===== src/rtl/shift_crc_ctrl_if.sv =====
// Handshake bundle for shift_crc_ctrl: parallel word in, CRC result out.
// The producer/consumer side uses modport master; the sequencer uses slave.
interface shift_crc_ctrl_if #(
    parameter int DATA_W = 8,
    parameter int CRC_W  = 4
);
    logic              in_valid;
    logic              in_ready;
    logic [DATA_W-1:0] in_data;
    logic              crc_valid;
    logic              crc_ready;
    logic [CRC_W-1:0]  crc_out;

    modport master (
        output in_valid,
        output in_data,
        output crc_ready,
        input  in_ready,
        input  crc_valid,
        input  crc_out
    );

    modport slave (
        input  in_valid,
        input  in_data,
        input  crc_ready,
        output in_ready,
        output crc_valid,
        output crc_out
    );
endinterface


===== src/rtl/shift_crc_ctrl.sv =====
// Serializes a parallel word MSB-first into a CRC-4 LFSR and a serial port,
// then offers the CRC on a handshake. Define CRC_XOR_OUT_EN to invert crc_out.
module shift_crc_ctrl #(
    parameter int               DATA_W   = 8,
    parameter int               CRC_W    = 4,
    parameter logic [CRC_W-1:0] POLY     = 4'b0011,
    parameter logic [CRC_W-1:0] CRC_INIT = 4'b0000,
    localparam int              CNT_W    = $clog2(DATA_W + 1)
) (
    input  logic             clk,
    input  logic             rst_n,
    shift_crc_ctrl_if.slave  bus,
    input  logic             clear,
    output logic             sr_din,
    output logic             sr_shift,
    output logic             busy,
    output logic [CNT_W-1:0] bit_cnt
);

    localparam logic [1:0] ST_IDLE  = 2'd0;
    localparam logic [1:0] ST_SHIFT = 2'd1;
    localparam logic [1:0] ST_DONE  = 2'd2;

    localparam logic [CNT_W-1:0] LAST_CNT = CNT_W'(DATA_W - 1);

    logic [1:0]        state_q,   state_d;
    logic [DATA_W-1:0] hold_q,    hold_d;
    logic [CRC_W-1:0]  crc_q,     crc_d;
    logic [CRC_W-1:0]  crc_out_q, crc_out_d;
    logic [CNT_W-1:0]  cnt_q,     cnt_d;

    logic              ser_bit;
    logic              fb;
    logic [CRC_W-1:0]  crc_step;
    logic [CRC_W-1:0]  xor_mask;

`ifdef CRC_XOR_OUT_EN
    assign xor_mask = '1;
`else
    assign xor_mask = '0;
`endif

    // One LFSR step with the bit currently at the top of the hold register.
    assign ser_bit  = hold_q[DATA_W-1];
    assign fb       = crc_q[CRC_W-1] ^ ser_bit;
    assign crc_step = {crc_q[CRC_W-2:0], 1'b0} ^ (fb ? POLY : '0);

    always_comb begin
        state_d   = state_q;
        hold_d    = hold_q;
        crc_d     = crc_q;
        crc_out_d = crc_out_q;
        cnt_d     = cnt_q;

        if (clear) begin
            state_d = ST_IDLE;
            cnt_d   = '0;
        end else begin
            case (state_q)
                ST_IDLE: begin
                    if (bus.in_valid) begin
                        hold_d  = bus.in_data;
                        crc_d   = CRC_INIT;
                        cnt_d   = '0;
                        state_d = ST_SHIFT;
                    end
                end
                ST_SHIFT: begin
                    hold_d = hold_q << 1;
                    crc_d  = crc_step;
                    cnt_d  = cnt_q + CNT_W'(1);
                    if (cnt_q == LAST_CNT) begin
                        state_d   = ST_DONE;
                        crc_out_d = crc_step ^ xor_mask;
                    end
                end
                ST_DONE: begin
                    if (bus.crc_ready) begin
                        state_d = ST_IDLE;
                    end
                end
                default: begin
                    state_d = ST_IDLE;
                end
            endcase
        end
    end

    always_ff @(posedge clk or negedge rst_n) begin
        if (!rst_n) begin
            state_q   <= ST_IDLE;
            hold_q    <= '0;
            crc_q     <= CRC_INIT;
            crc_out_q <= '0;
            cnt_q     <= '0;
        end else begin
            state_q   <= state_d;
            hold_q    <= hold_d;
            crc_q     <= crc_d;
            crc_out_q <= crc_out_d;
            cnt_q     <= cnt_d;
        end
    end

    // Outputs decode directly from state so reset clears them immediately.
    assign bus.in_ready  = (state_q == ST_IDLE);
    assign bus.crc_valid = (state_q == ST_DONE);
    assign bus.crc_out   = crc_out_q;
    assign sr_shift      = (state_q == ST_SHIFT);
    assign sr_din        = (state_q == ST_SHIFT) & ser_bit;
    assign busy          = (state_q != ST_IDLE);
    assign bit_cnt       = cnt_q;

endmodule


===== src/flat_wrapper.sv =====
// flat-port wrapper written by rule: the top's interface ports become plain ports
module shift_crc_ctrl_flat 
#(
    parameter int               DATA_W   = 8,
    parameter int               CRC_W    = 4,
    parameter logic [CRC_W-1:0] POLY     = 4'b0011,
    parameter logic [CRC_W-1:0] CRC_INIT = 4'b0000,
    localparam int              CNT_W    = $clog2(DATA_W + 1)
)
  (clk, rst_n, clear, sr_din, sr_shift, busy, bit_cnt, bus_in_valid, bus_in_data, bus_crc_ready, bus_in_ready, bus_crc_valid, bus_crc_out);
  shift_crc_ctrl_if #(.DATA_W(DATA_W), .CRC_W(CRC_W)) bus_i ();
  input  logic clk;
  input  logic rst_n;
  input  logic clear;
  output logic sr_din;
  output logic sr_shift;
  output logic busy;
  output logic [CNT_W-1:0] bit_cnt;
  input wire logic [$bits(bus_i.in_valid)-1:0] bus_in_valid;
  input wire logic [$bits(bus_i.in_data)-1:0] bus_in_data;
  input wire logic [$bits(bus_i.crc_ready)-1:0] bus_crc_ready;
  output wire logic [$bits(bus_i.in_ready)-1:0] bus_in_ready;
  output wire logic [$bits(bus_i.crc_valid)-1:0] bus_crc_valid;
  output wire logic [$bits(bus_i.crc_out)-1:0] bus_crc_out;
  assign bus_i.in_valid = bus_in_valid;
  assign bus_i.in_data = bus_in_data;
  assign bus_i.crc_ready = bus_crc_ready;
  assign bus_in_ready = bus_i.in_ready;
  assign bus_crc_valid = bus_i.crc_valid;
  assign bus_crc_out = bus_i.crc_out;
  shift_crc_ctrl #(.DATA_W(DATA_W), .CRC_W(CRC_W), .POLY(POLY), .CRC_INIT(CRC_INIT)) u_core (.clk(clk), .rst_n(rst_n), .bus(bus_i), .clear(clear), .sr_din(sr_din), .sr_shift(sr_shift), .busy(busy), .bit_cnt(bit_cnt));
endmodule

===== config.mk =====
export PLATFORM = sky130hd
export DESIGN_NAME = shift_crc_ctrl_flat
export DESIGN_NICKNAME = d
export VERILOG_FILES = /design/src/rtl/shift_crc_ctrl_if.sv /design/src/rtl/shift_crc_ctrl.sv /design/src/flat_wrapper.sv
export SDC_FILE = /design/constraint.sdc
export NUM_CORES = 1
export LEC_CHECK = 0
export BUFFER_PORTS_ARGS = -buffer_cell sky130_fd_sc_hd__buf_2
export CORE_AREA = 2 2 54 56
export DETAILED_ROUTE_END_ITERATION = 16
export DIE_AREA = 0 0 56 58
export PLACE_DENSITY_LB_ADDON = 0.15
export SLEW_MARGIN = 30
export SYNTH_ARGS = -nofsm -noshare
export SYNTH_HDL_FRONTEND = slang
export SYNTH_SLANG_ARGS = --single-unit
export TNS_END_PERCENT = 50

===== constraint.sdc =====
create_clock -name clk -period 1.3 [get_ports clk]
set_input_delay 0.26 -clock clk [delete_from_list [all_inputs] [get_ports clk]]
set_output_delay 0.26 -clock clk [all_outputs]
set_load 0.05 [all_outputs]

# Word-level counts from Yosys, hierarchy flattened
# Cells that the tools add are included.
[op_classes]
n_reduce_logical = 8
muxes = 12
add_sub_neg = 1
bitwise_logic = 4
eq_ne = 7
[op_table]
columns = ["cell", "n"]
rows = [
  ["$pmux 4 s2", 2],
  ["$pmux 8 s2", 1],
  ["$mux 2", 5],
  ["$reduce_and 3->1", 3],
  ["$mux 4", 2],
  ["$mux 8", 1],
  ["$ne 3x3->1 const B", 2],
  ["$pmux 2 s3", 1],
  ["$add 4x1->4 const B", 1],
  ["$eq 4x3->1 const B", 1],
  ["$reduce_bool 2->1", 2],
  ["$xor 4x4->4", 1],
  ["$ne 3x2->1 const B", 1],
  ["$reduce_bool 3->1", 1],
  ["$eq 2x1->1 const B", 1],
  ["$eq 2x2->1 const B", 1],
  ["$logic_not 2->1", 1],
  ["$ne 2x2->1 const B", 1],
  ["$reduce_and 2->1", 1],
  ["$and 1x1->1", 1],
  ["$not 1->1", 1],
  ["$xor 1x1->1", 1],
]
[word_totals]
ff_bits = 22
inputBits = 13
elab_cells = 37
output_inout_bits = 13

# Depth between registers and ports, before layout
# Gate-level depths: netlist of the first run.
[depth]
word_depth = 4
mapped_depth = 4
depth_no_buf = 4

# Worst setup path before layout of the first run
# No wires, ideal clock.
[synth_timing]
path_kind = "register -> register"
from = "reg u_core.cnt_q[0] (netlist: u_core.bit_cnt[0])"
to = "reg u_core.crc_out_q[0] (netlist: u_core.bus.crc_out[0])"
setup_slack_ns = -0.389
t_required_ns = 1.175
stages_incl_launch_ff = 5
setup_time_ns = 0.125
path_buffers = 0
synth_period_minus_slack_ns = 1.689
t_arrival_ns = 1.564
cell_sequence = "dfrtp_1 ha_1 and4b_1 nand2_1 mux2_2"
[synth_between]
elab_chain_cells = 2
[synth_rtl]
columns = ["element", "line_no", "rtl"]
rows = [
  ["from (decl)", "shift_crc_ctrl.sv:30", "logic [CNT_W-1:0] cnt_q, cnt_d;"],
  ["from (signal assigned)", "shift_crc_ctrl.sv:101", "cnt_q <= cnt_d;"],
  ["$eq 4x3->1", "shift_crc_ctrl.sv:72", "if (cnt_q == LAST_CNT) begin"],
  ["$reduce_and 3->1 (no line)", "n/a", ""],
  ["to (signal assigned)", "shift_crc_ctrl.sv:100", "crc_out_q <= crc_out_d;"],
  ["to (decl)", "shift_crc_ctrl.sv:29", "logic [CRC_W-1:0] crc_out_q, crc_out_d;"],
]
# Every way passes these cells.
# A chain may end at the register's enable or synchronous reset.

# Worst setup path in the final report of the first run
[layout_timing]
from = "reg u_core.state_q[0]"
to = "out bus_in_ready"
[layout_between]
elab_chain_cells = 1
[layout_rtl]
columns = ["element", "line_no", "rtl"]
rows = [
  ["from (decl)", "shift_crc_ctrl.sv:26", "logic [1:0] state_q, state_d;"],
  ["from (signal assigned)", "shift_crc_ctrl.sv:97", "state_q <= state_d;"],
  ["$logic_not 2->1", "shift_crc_ctrl.sv:106", "assign bus.in_ready = (state_q == ST_IDLE);"],
  ["to (decl)", "flat_wrapper.sv:22", "output wire logic [$bits(bus_i.in_ready)-1:0] bus_in_ready;"],
]
# Every way passes these cells.

==> results.tsv, run 1 <==
stage	metric	value	unit
pwr	p_seq_frac	0.499	
global_route	grt_use_total	0.143	
setup_path	timing.rr.end	u_core.hold_q[2]$_DFFE_PN0P_	
cts	cts.path.max_buffers	2	
setup_path	worstPathCellList	buf_6, or2_4, clkinvlp_4, buf_8	
detailed_routing	ant_nets	0	
logic_synthesis	synth_area_per_cell	13.1	µm²
place	gp_congestion	0.765	
setup_path	rr_startpoint	u_core.state_q[0]$_DFFE_PN0P_	
detailed_routing	via_per_inst	5.13	
run	cap_violations	0	
global_route	grt_pass1_vias	805	
logic_synthesis	synth_seq_area_share	0.532	
run_status	outcome	finished with violations	
detailed_routing	drt_iter0_markers	24	
detailed_routing	dr.pass1.iters	4	
setup_path	critPathBufInv	3	
place	dp_hpwl	1460	µm
final_layout	fin_area	0.00159	mm²
setup_path	critPathTopFamily	flip-flops	
floorplanning	dieArea	0.00325	mm²
pwr	power_density	1040	mW/mm²
hold_path	hold_class	in -> reg	
sta	finalSetupViolCount	17	
cts	clock-sinks	22	
global_route	overflow	0	
setup_path	worst-endpoint-arrival	1.33	ns
cts	numCtsBuffers	3	
logic_synthesis	synth-seq-cells	22	
logic_synthesis	synth.area.top_cells	dfrtp_1 (53%), mux2_2 (16%), mux2_1 (4.4%), a32o_1 (3.9%), nor2b_1 (1.8%)	
sta	rsz0062_at_grt	true	
cts	root_buffer	clkbuf_4	
setup_path	crit_path_end_kind	primary output	
global_route	grt_pass1_wl	3550	µm
final_layout	num-nets-final	140	
setup_path	slowest_stage	dfrtp_1	
logic_synthesis	synth.most_common_cell	dfrtp_1	
sta	hold_violations	0	
pwr	switchingPower	0.000447	W
sta	report.final.slew_viol_count	0	
setup_path	worstPathRequired	1.04	ns
sta	finalCritPeriodShare	1.22	
cts	clkLatencyLatePin	0.31	ns
cts	htree_levels	1	
detailed_routing	via_count	801	
global_route	grt_max_degree	23	
pwr	irDropWorstVdd	1.09	mV
logic_synthesis	synth.top_cells.by_count	dfrtp_1 (22), mux2_2 (15), a32o_1 (4), mux2_1 (4), nor2_1 (4)	
place	port_buffers	25	
setup_path	ff2ff_setup_slack	-0.24	ns
logic_synthesis	ys_types	29	
place	place_ws	-0.134	ns
logic_synthesis	yosysTopAreaCell	dfrtp_1	
pwr	swShare	0.271	
final_layout	drive_gt1_frac	0.656	
sta	final.setup.worst_slack	-0.292	ns
setup_path	path_max_fanout	4	
sta	relSlewSlack	0.672	
setup_path	reg2regPathDepth	5	
hold_path	min_path_cells	3	
logic_synthesis	synthArstFlopShare	1.00	
pwr	pwr-share-clk	0.228	
cts	cts_tree	yes	
logic_synthesis	synth-edff-count	0	
cts	clk_pin_slew_worst_paths	0.13	ns
logic_synthesis	netlist_instances	79	
setup_path	cp-start-kind	register	
sta	layout_min_cycle_time	1.59	ns
pwr	leakage	0.776	nW
final_layout	diodes	0	
final_layout	area_growth	53.8	%
run_status	violations	setup timing	
detailed_routing	drcViolationCount	0	
floorplanning	io_pins	26	
logic_synthesis	yosysWarnings	0	
logic_synthesis	synth.cell_area	0.00103	mm²
sta	fin_skew	0.0127	ns
floorplanning	dieHeight	58	µm
setup_path	path_class	reg -> out	
sta	worst_pin_slew	0.492	ns
detailed_routing	wl	2130	µm
pwr	pwr-share-comb	0.273	
global_route	antenna_found_initial	0	
detailed_routing	wl_per_cell	13.6	µm
hold_path	worstHoldStart	clear	
sta	fmax	0.628	GHz
setup_path	slowest_delay	0.44	ns
place	dpl_cell_area	0.00133	mm²
pwr	internal_power	0.00120	W
logic_synthesis	synth_fp_nets	93	
logic_synthesis	synth_ff_type	dfrtp_1	
floorplanning	coreArea	0.00266	mm²
floorplanning	initial_core_util	0.389	
floorplanning	die_w	56	µm
floorplanning	placementRows	19	
hold_path	min_delay_worst_endpoint	u_core.bit_cnt[3]$_DFFE_PN0P_	
logic_synthesis	synth_top_area_frac	0.532	
layout by cell type, fill, tap and decap left out, drive strengths merged:
cell	instances
a22o	1
xor2	2
nor2b	4
nand3	2
nand2	3
and4b	1
ha	1
buf	43
nor3b	1
clkinvlp	1
and2	1
mux2	19
clkbuf	5
dfrtp	22
or3b	1
a22oi	1
nor2	5
a21oi	1
dlygate4sd3	1
o21bai	1
a31oi	1
mux2i	1
o21ai	2
a32o	4
or2	1
layer usage:
metal | wire (µm) | share of wire | up-vias | global-route usage
met5 | 0 | 0 | - | 0
met1 | 924 | 0.43 | 397 | 0.177
met2 | 1070 | 0.50 | 24 | 0.242
met4 | 9 | 0.0042 | 0 | 0.0306
met3 | 128 | 0.060 | 2 | 0.0536
li1 | - | - | 378 | -
tightest hold or removal path: stages:
cell and delay (ns):
buf_2 0.11, buf_4 0.14, a31oi_1 0.04
sequential cells by signal (all words and copies together) (netlist names):
name,count
u_core.crc_q,4
u_core.hold_q,8
u_core.state_q,2
u_core.bus.crc_out,4
u_core.bit_cnt,4
cell type report:
type	count	area [µm²]
Fill cell	225	1070
Clock buffer	4	36.3
Multi-Input combinational cell	53	546
Tap cell	31	38.8
Sequential cell	22	557
Timing Repair Buffer	45	407
Inverter	1	7.51
power by group through the flow:
stage                     combinational (W)  clock, W  sequential (W)
after global placement             0.000333         0        0.000832
after detailed placement           0.000341         0        0.000836
after global routing               0.000482  0.000427        0.000837
final                              0.000450  0.000376        0.000824
after floorplan                    0.000222         0        0.000832
after CTS                          0.000428  0.000387        0.000825
stage by stage:
stage                     hold slack, ns  power (W)   util  setup TNS [ns]  instances
final                              0.260    0.00165  0.598           -3.09        156
after global routing               0.252    0.00175  0.598           -4.27        156
after detailed placement           0.257    0.00118  0.498           -1.29        145
after CTS                          0.239    0.00164  0.568           -3.25        153
after global placement             0.254    0.00117  0.498           -1.13        145
after floorplan                  -0.0356    0.00105      -           -1.71         79
worst max-delay path by stage:
| stage | from | endpoint | cells past startpoint |
|---|---|---|---|
| floorplan | u_core.state_q[0]$_DFFE_PN0P_ | bus_in_ready | 3 |
| global placement | u_core.state_q[0]$_DFFE_PN0P_ | bus_in_ready | 4 |
| detailed placement | u_core.state_q[0]$_DFFE_PN0P_ | bus_in_ready | 4 |
| CTS | u_core.state_q[0]$_DFFE_PN0P_ | bus_in_ready | 4 |
| global route | u_core.state_q[0]$_DFFE_PN0P_ | bus_in_ready | 4 |
| finish | u_core.state_q[0]$_DFFE_PN0P_ | bus_in_ready | 4 |
repair_timing:
item | 4_1_cts | 5_1_grt
hold buffers | 1 | 0
cloned | 0 | 0
hold endpoints to repair | 22 | 0
setup endpoints to repair | 23 | 28
buffers inserted | 3 | 4
pin swaps | 2 | 5
resized for setup | 31 | 14
logic make-up (layout without fill, tap and decap cells):
kind of cell | after synthesis | count (layout) | synth area share
adder cells (fa/ha/maj) | 1 | 1 | 0.0121
buffers and inverters | 4 | 50 | 0.0266
XOR/XNOR | 2 | 2 | 0.0169
multiplexers | 20 | 20 | 0.216
AND/OR/NAND/NOR | 19 | 19 | 0.110
AO/OA/AOI/OAI | 11 | 11 | 0.0859
flip-flops | 22 | 22 | 0.532
Note: power is estimated with default switching activity, not from simulation.
==> run 2: changes to the inputs <==
- clock period: 1.3 -> 1.5 ns (I/O delays scaled with it)
==> run 2 against run 1 <==
Clock power grew 21%. Largest power group unchanged. Largest cell class unchanged. Clock skew shrank 0.0045 ns. Via count shrank 7.9%. The run still ends with setup timing left. Critical path depth shrank 1. Hold slack lost 0.0037 ns.
==> results.tsv, run 2 (synthesis results as in run 1) <==
stage	metric	value	unit	change
place	dp_hpwl	1380	µm	-5.6%
detailed_routing	dr.pass1.iters	2		-2
pwr	swShare	0.253		-0.0176
sta	report.final.slew_viol_count	0		unchanged
setup_path	cp-start-kind	register		
pwr	switchingPower	0.000373	W	-16%
hold_path	min_delay_worst_endpoint	u_core.bit_cnt[2]$_DFFE_PN0P_		
sta	fin_skew	0.00819	ns	-0.00446 ns
final_layout	area_growth	39.9	%	
setup_path	path_class	reg -> out		
global_route	grt_pass1_vias	762		-5.3%
floorplanning	coreArea	0.00266	mm²	unchanged
cts	clk_pin_slew_worst_paths	0.12	ns	about the same
setup_path	worst-endpoint-arrival	1.24	ns	-0.09 ns
sta	finalCritPeriodShare	1.03		
detailed_routing	ant_nets	0		unchanged
cts	clkLatencyLatePin	0.31	ns	about the same
setup_path	reg2regPathDepth	5		unchanged
floorplanning	initial_core_util	0.389		unchanged
detailed_routing	via_per_inst	4.99		-2.9%
detailed_routing	wl	1970	µm	-7.7%
place	place_ws	-0.0478	ns	+0.0858 ns
setup_path	rr_startpoint	u_core.state_q[0]$_DFFE_PN0P_		
pwr	internal_power	0.00110	W	-8.5%
floorplanning	die_w	56	µm	unchanged
setup_path	path_max_fanout	3		-1
final_layout	final_common_cell	buf_2		
floorplanning	placementRows	19		unchanged
setup_path	slowest_stage	dfrtp_1		
pwr	p_seq_frac	0.484		-0.015
sta	hold_violations	0		unchanged
floorplanning	dieHeight	58	µm	unchanged
sta	whs	0.256	ns	-0.00368 ns
sta	tns	-0.0784	ns	+3.01 ns
detailed_routing	drcViolationCount	0		unchanged
global_route	grt_pass1_wl	3410	µm	-3.9%
setup_path	worstPathRequired	1.20	ns	+0.16 ns
pwr	pwr-share-clk	0.308		+0.080
cts	numCtsBuffers	3		unchanged
sta	finalSetupViolCount	3		-14
final_layout	num-nets-final	132		-5.7%
cts	root_buffer	clkbuf_4		
cts	htree_levels	1		unchanged
run_status	violations	setup timing		
setup_path	slowest_delay	0.45	ns	about the same
hold_path	hold_class	in -> reg		
global_route	grt_max_degree	23		unchanged
setup_path	critPathTopFamily	flip-flops		
final_layout	final_cell_mix	buf_2 (20), dfrtp_1 (19), mux2_2 (11)		
place	port_buffers	25		unchanged
cts	cts_tree	yes		
place	gp_congestion	0.710		-7.3%
pwr	leakage	0.700	nW	-9.7%
pwr	irDropWorstVdd	0.594	mV	-46%
cts	cts.path.max_buffers	2		unchanged
hold_path	min_path_cells	2		-1
global_route	overflow	0		unchanged
sta	layout_min_cycle_time	1.54	ns	
setup_path	crit_path_end_kind	primary output		
floorplanning	io_pins	26		unchanged
sta	worst_pin_slew	0.489	ns	-0.00312 ns
final_layout	drive_gt1_frac	0.581		-0.0748
hold_path	worstHoldStart	clear		
pwr	pwr-share-comb	0.208		-0.065
detailed_routing	drt_iter0_markers	6		-75%
sta	rsz0062_at_grt	true		
pwr	finalPower	0.00147	W	-11%
setup_path	critPathBufInv	2		-1
final_layout	fill_cells	242		+7.6%
global_route	grt_use_total	0.133		-0.0104
final_layout	diodes	0		unchanged
setup_path	timing.rr.end	u_core.bus.crc_out[3]$_DFFE_PN0P_		
sta	relSlewSlack	0.674		+0.00208
floorplanning	dieArea	0.00325	mm²	unchanged
detailed_routing	via_count	738		-7.9%
final_layout	largest_reg_flops	8		unchanged
cts	clock-sinks	22		unchanged
run_status	outcome	finished with violations		
sta	final.setup.worst_slack	-0.0406	ns	+0.251 ns
run	cap_violations	0		unchanged
final_layout	seq_area	554	µm²	-0.45%
setup_path	worstPathCellList	or2_4, clkinvlp_4, buf_8		
final_layout	top_register	u_core.hold_q		
pwr	power_density	1020	mW/mm²	-1.8%
final_layout	multi_input_area	510	µm²	-6.4%
detailed_routing	wl_per_cell	13.3	µm	-2.7%
global_route	antenna_found_initial	0		unchanged
setup_path	ff2ff_setup_slack	0.02	ns	+0.26 ns
sta	fmax	0.649	GHz	
-- run 2: cell count changes in the layout (fill, tap and decap cells not counted), moves of 2 or more --
| cell | change |
|---|---|
| mux2_4 | -6 |
| buf_6 | -4 |
| buf_4 | -4 |
| dfrtp_2 | -2 |
| mux2_2 | +2 |
| buf_12 | -3 |
| mux2_1 | +4 |
| dfrtp_1 | +2 |
| buf_2 | +4 |
-- run 2: worst max-delay path by stage --
stage	startpoint	to	depth (start not counted)
global placement	u_core.state_q[0]$_DFFE_PN0P_	u_core.bit_cnt[3]$_DFFE_PN0P_	4
detailed placement	u_core.state_q[0]$_DFFE_PN0P_	u_core.bit_cnt[3]$_DFFE_PN0P_	4
floorplan	u_core.state_q[1]$_DFFE_PN0P_	sr_din	3
CTS	u_core.state_q[1]$_DFFE_PN0P_	sr_din	3
finish	u_core.state_q[1]$_DFFE_PN0P_	bus_in_ready	3
global route	u_core.state_q[1]$_DFFE_PN0P_	sr_shift	3
-- run 2: timing repair --
action                                 4_1_cts  5_1_grt
setup endpoints to repair                   13       14
hold buffers                                 1        0
setup buffers                                4        1
pin swaps                                    3        1
endpoints found under the hold margin       22        0
resized for setup                           16       12
-- run 2: power by group through the flow --
stage / registers (W) / clock network (W) / logic, W
floorplan: 0.000721 / 0 / 0.000188
global placement: 0.000723 / 0 / 0.000264
detailed placement: 0.000727 / 0 / 0.000268
CTS: 0.000713 / 0.000470 / 0.000303
global route: 0.000723 / 0.000501 / 0.000333
finish: 0.000713 / 0.000454 / 0.000306
-- run 2: cell type report --
| cell class | instances | area share |
|---|---|---|
| Timing Repair Buffer | 37 | 0.196 |
| Inverter | 1 | 0.00519 |
| Tap cell | 31 | 0.0268 |
| Multi-Input combinational cell | 53 | 0.353 |
| Clock inverter | 1 | 0.0207 |
| Clock buffer | 3 | 0.0156 |
| Sequential cell | 22 | 0.383 |
-- run 2: stage by stage --
stage / instances / utilization / instance area [µm²]
detailed placement: 138 / 0.472 / 1260
floorplan: 79 / - / 1060
CTS: 147 / 0.526 / 1400
global route: 148 / 0.544 / 1450
global placement: 138 / 0.472 / 1260
finish: 148 / 0.544 / 1450
-- run 2: routing by layer --
layer  vias up  global-route usage  part of all wire
met2        14               0.212              0.50
met5         -                   0                 0
met4         0              0.0510            0.0066
met3         2              0.0268             0.043
li1        358                   -                 -
met1       364               0.180              0.45
-- run 2: worst reg2reg max path: cells and delay by family, from the launching register on --
| kind | cells | cell delay [ns] |
|---|---|---|
| simple gates | 2 | 0.37 |
| buf+inv | 2 | 0.26 |
| flops | 1 | 0.44 |
| mux | 1 | 0.30 |
==> run 3: changes to the inputs <==
- ABC_AREA: not set -> 1
- CORE_AREA: 2 2 54 56 -> 2 2 56 58
- DIE_AREA: 0 0 56 58 -> 0 0 58 60
==> run 3 against run 2 <==
The run now ends clean. Global-route usage is 0.60 points higher. Synthesized area is 8.1% higher. Setup slack better by 0.11 ns. Wire length is 8.5% higher. Critical path type unchanged.
==> results.tsv, run 3 <==
stage	metric	value	unit	change
run_status	outcome	completed		
pwr	pwr-share-comb	0.271		+0.063
hold_path	hold_class	in -> reg		
pwr	finalPower	0.00157	W	+6.8%
final_layout	fill_cells	282		+17%
setup_path	timing.rr.end	u_core.state_q[0]$_DFFE_PN0P_		
hold_path	worstHoldStart	bus_in_data[0]		
place	place_ws	0.209	ns	+0.257 ns
final_layout	area_growth	24.3	%	
floorplanning	coreArea	0.00290	mm²	+9.0%
place	dp_hpwl	1550	µm	+12%
detailed_routing	via_per_inst	4.72		-5.3%
sta	final.setup.worst_slack	0.0738	ns	+0.114 ns
pwr	irDropWorstVdd	0.900	mV	+51%
global_route	grt_use_total	0.139		+0.00603
place	gp_congestion	0.766		+7.9%
place	port_buffers	25		unchanged
sta	tns	0	ns	+0.0784 ns
floorplanning	die_w	58	µm	+3.6%
pwr	pwr-share-clk	0.289		-0.019
pwr	switchingPower	0.000488	W	+31%
final_layout	num-nets-final	175		+33%
sta	finalCritPeriodShare	0.951		-0.0762
logic_synthesis	synth_seq_area_share	0.492		-0.0399
logic_synthesis	ys_types	18		-38%
logic_synthesis	synth-seq-cells	22		unchanged
logic_synthesis	synth_fp_nets	144		+55%
logic_synthesis	synth_top_area_frac	0.492		-0.0399
cts	clock-sinks	22		unchanged
global_route	grt.busiest_layer	met2		
hold_path	min_path_cells	3		+1
floorplanning	initial_core_util	0.385		-0.00328
logic_synthesis	netlist_instances	130		+65%
setup_path	path_class	reg -> out		
floorplanning	dieArea	0.00348	mm²	+7.1%
global_route	overflow	0		unchanged
global_route	grt_pass1_vias	868		+14%
final_layout	diodes	0		unchanged
logic_synthesis	synth.most_common_cell	nand2_1		
sta	rsz0062_at_grt	true		
detailed_routing	wl	2130	µm	+8.5%
global_route	antenna_found_initial	0		unchanged
cts	htree_levels	1		unchanged
sta	relSlewSlack	0.654		-0.0200
logic_synthesis	synth.top_cells.by_count	nand2_1 (39), dfrtp_1 (22), inv_1 (20), o21ai_2 (11), o21ai_1 (10)		
detailed_routing	via_count	911		+23%
sta	report.final.slew_viol_count	0		unchanged
final_layout	postLayoutCoreUtil	0.479		-0.0648
pwr	power_density	1130	mW/mm²	+11%
logic_synthesis	synth-xor-area-share	0		-0.0169
floorplanning	io_pins	26		unchanged
final_layout	final_cell_mix	nand2_1 (38), dfrtp_1 (22), buf_2 (20)		
global_route	grtUsageMet1	0.163		-0.0166
logic_synthesis	synth_fa_ha_area_frac	0.0112		-0.000906
logic_synthesis	synthArstFlopShare	1.00		unchanged
logic_synthesis	synth-edff-count	0		unchanged
pwr	swShare	0.310		+0.0571
logic_synthesis	yosysTopAreaCell	dfrtp_1		
logic_synthesis	muxShareOfSynthArea	0		-0.216
global_route	grt_pass1_wl	3640	µm	+6.7%
setup_path	path_max_fanout	4		+1
sta	hold_violations	0		unchanged
global_route	met3_usage	0.0260		-0.000812
global_route	grt_max_degree	23		unchanged
detailed_routing	ant_nets	0		unchanged
pwr	internal_power	0.00108	W	-1.4%
logic_synthesis	yosys.area_share.simple	0.239		+0.129
floorplanning	placementRows	20		+1
setup_path	crit_path_end_kind	primary output		
logic_synthesis	synth.cell_area	0.00112	mm²	+8.1%
cts	cts.path.max_buffers	2		unchanged
sta	finalSetupViolCount	0		-3
logic_synthesis	synth_ff_type	dfrtp_1		
place	dpl.cell_count	187		+36%
detailed_routing	drt_iter0_markers	38		+32
logic_synthesis	synth-compound-area-share	0.157		+0.0707
final_layout	seq_area	551	µm²	-0.68%
final_layout	drive_gt1_frac	0.344		-0.237
cts	cts_tree	yes		
sta	worst_pin_slew	0.519	ns	+0.0300 ns
final_layout	final_common_cell	nand2_1		
hold_path	min_delay_worst_endpoint	u_core.hold_q[0]$_DFFE_PN0P_		
setup_path	rr_startpoint	u_core.state_q[1]$_DFFE_PN0P_		
setup_path	cp-start-kind	register		
cts	root_buffer	clkbuf_4		
run	cap_violations	0		unchanged
final_layout	top_register	u_core.hold_q		
floorplanning	dieHeight	60	µm	+3.4%
final_layout	multi_input_area	465	µm²	-8.8%
logic_synthesis	synth_area_per_cell	8.60	µm²	-34%
detailed_routing	dr.pass1.iters	4		+2
sta	fmax	0.701	GHz	+8.0%
cts	clk_pin_slew_worst_paths	0.12	ns	about the same
logic_synthesis	yosysWarnings	0		unchanged
pwr	leakage	0.756	nW	+7.9%
logic_synthesis	synth.area.top_cells	dfrtp_1 (49%), nand2_1 (13%), o21ai_2 (8.6%), inv_1 (6.7%), o21ai_1 (4.5%)		
setup_path	reg2regPathDepth	8		+3
detailed_routing	wl_per_cell	11.1	µm	-17%
setup_path	worst-endpoint-arrival	1.13	ns	-0.11 ns
detailed_routing	drcViolationCount	0		unchanged
global_route	met2_usage	0.247		+0.0350
final_layout	stdcell_count	193		+30%
final_layout	largest_reg_flops	8		unchanged
sta	fin_skew	0.00523	ns	-0.00296 ns
sta	layout_min_cycle_time	1.43	ns	-0.114 ns
pwr	p_seq_frac	0.440		-0.044
cts	clkLatencyLatePin	0.31	ns	about the same
logic_synthesis	synth_top_family_by_area	simple AND/OR/NAND/NOR gates		
cts	numCtsBuffers	3		unchanged
setup_path	worstPathRequired	1.20	ns	about the same
setup_path	ff2ff_setup_slack	0.13	ns	+0.11 ns
[run 3: what timing repair did]
action | 4_1_cts | 5_1_grt
resized for setup | 7 | 8
pin swaps | 1 | 1
endpoints found under the hold margin | 22 | 0
setup endpoints to repair | 5 | 5
hold buffers | 1 | 0
setup buffers | 1 | 0
[run 3: metal layers]
layer | part of all wire | wire, µm
met1 | 0.47 | 1000
met2 | 0.48 | 1020
met3 | 0.037 | 78
met4 | 0.012 | 26
met5 | 0 | 0
[run 3: final cells by class]
cell class                 instances  area share
inverter                          21      0.0567
clock buffer                       3      0.0162
clock inverter                     1      0.0216
tap                               33      0.0297
sequential                        22       0.396
timing repair buffer              29       0.145
multi-input combinational         84       0.335
[run 3: metrics by stage]
stage | hold slack [ns] | instance area [µm²]
after floorplan | 0.00441 | 1120
after global placement | 0.300 | 1280
after detailed placement | 0.303 | 1280
after CTS | 0.206 | 1370
after global routing | 0.209 | 1390
final | 0.216 | 1390
[run 3: worst max-delay path, stage by stage (launching register included)]
cell and delay (ns):
dfrtp_1 0.45, nor2_1 0.15, buf_4 0.22
[run 3: how the worst max path moves through the flow]
| stage | from | end | depth (start not counted) |
|---|---|---|---|
| after floorplan | u_core.state_q[0]$_DFFE_PN0P_ | u_core.state_q[0]$_DFFE_PN0P_ | 4 |
| after global placement | u_core.state_q[1]$_DFFE_PN0P_ | sr_shift | 4 |
| after detailed placement | u_core.state_q[1]$_DFFE_PN0P_ | sr_shift | 4 |
| after CTS | u_core.state_q[1]$_DFFE_PN0P_ | bus_in_ready | 4 |
| after global routing | u_core.state_q[0]$_DFFE_PN0P_ | bus_in_ready | 4 |
| final | u_core.state_q[0]$_DFFE_PN0P_ | bus_crc_valid | 2 |
[run 3: cells by family (layout without fill, tap and decap cells)]
| family | after synthesis | after routing |
|---|---|---|
| AND/OR/NAND/NOR | 57 | 57 |
| adder cells (fa/ha/maj) | 1 | 1 |
| AO/OA/AOI/OAI | 26 | 26 |
| buffers and inverters | 24 | 54 |
| flip-flops | 22 | 22 |
[run 3: power groups by stage]
stage / clock network (W) / registers, W / logic (W)
2_1_floorplan: 0 / 0.000714 / 0.000290
3_3_place_gp: 0 / 0.000703 / 0.000386
3_5_place_dp: 0 / 0.000705 / 0.000392
4_1_cts: 0.000470 / 0.000693 / 0.000417
5_1_grt: 0.000492 / 0.000699 / 0.000474
6_report: 0.000455 / 0.000692 / 0.000426
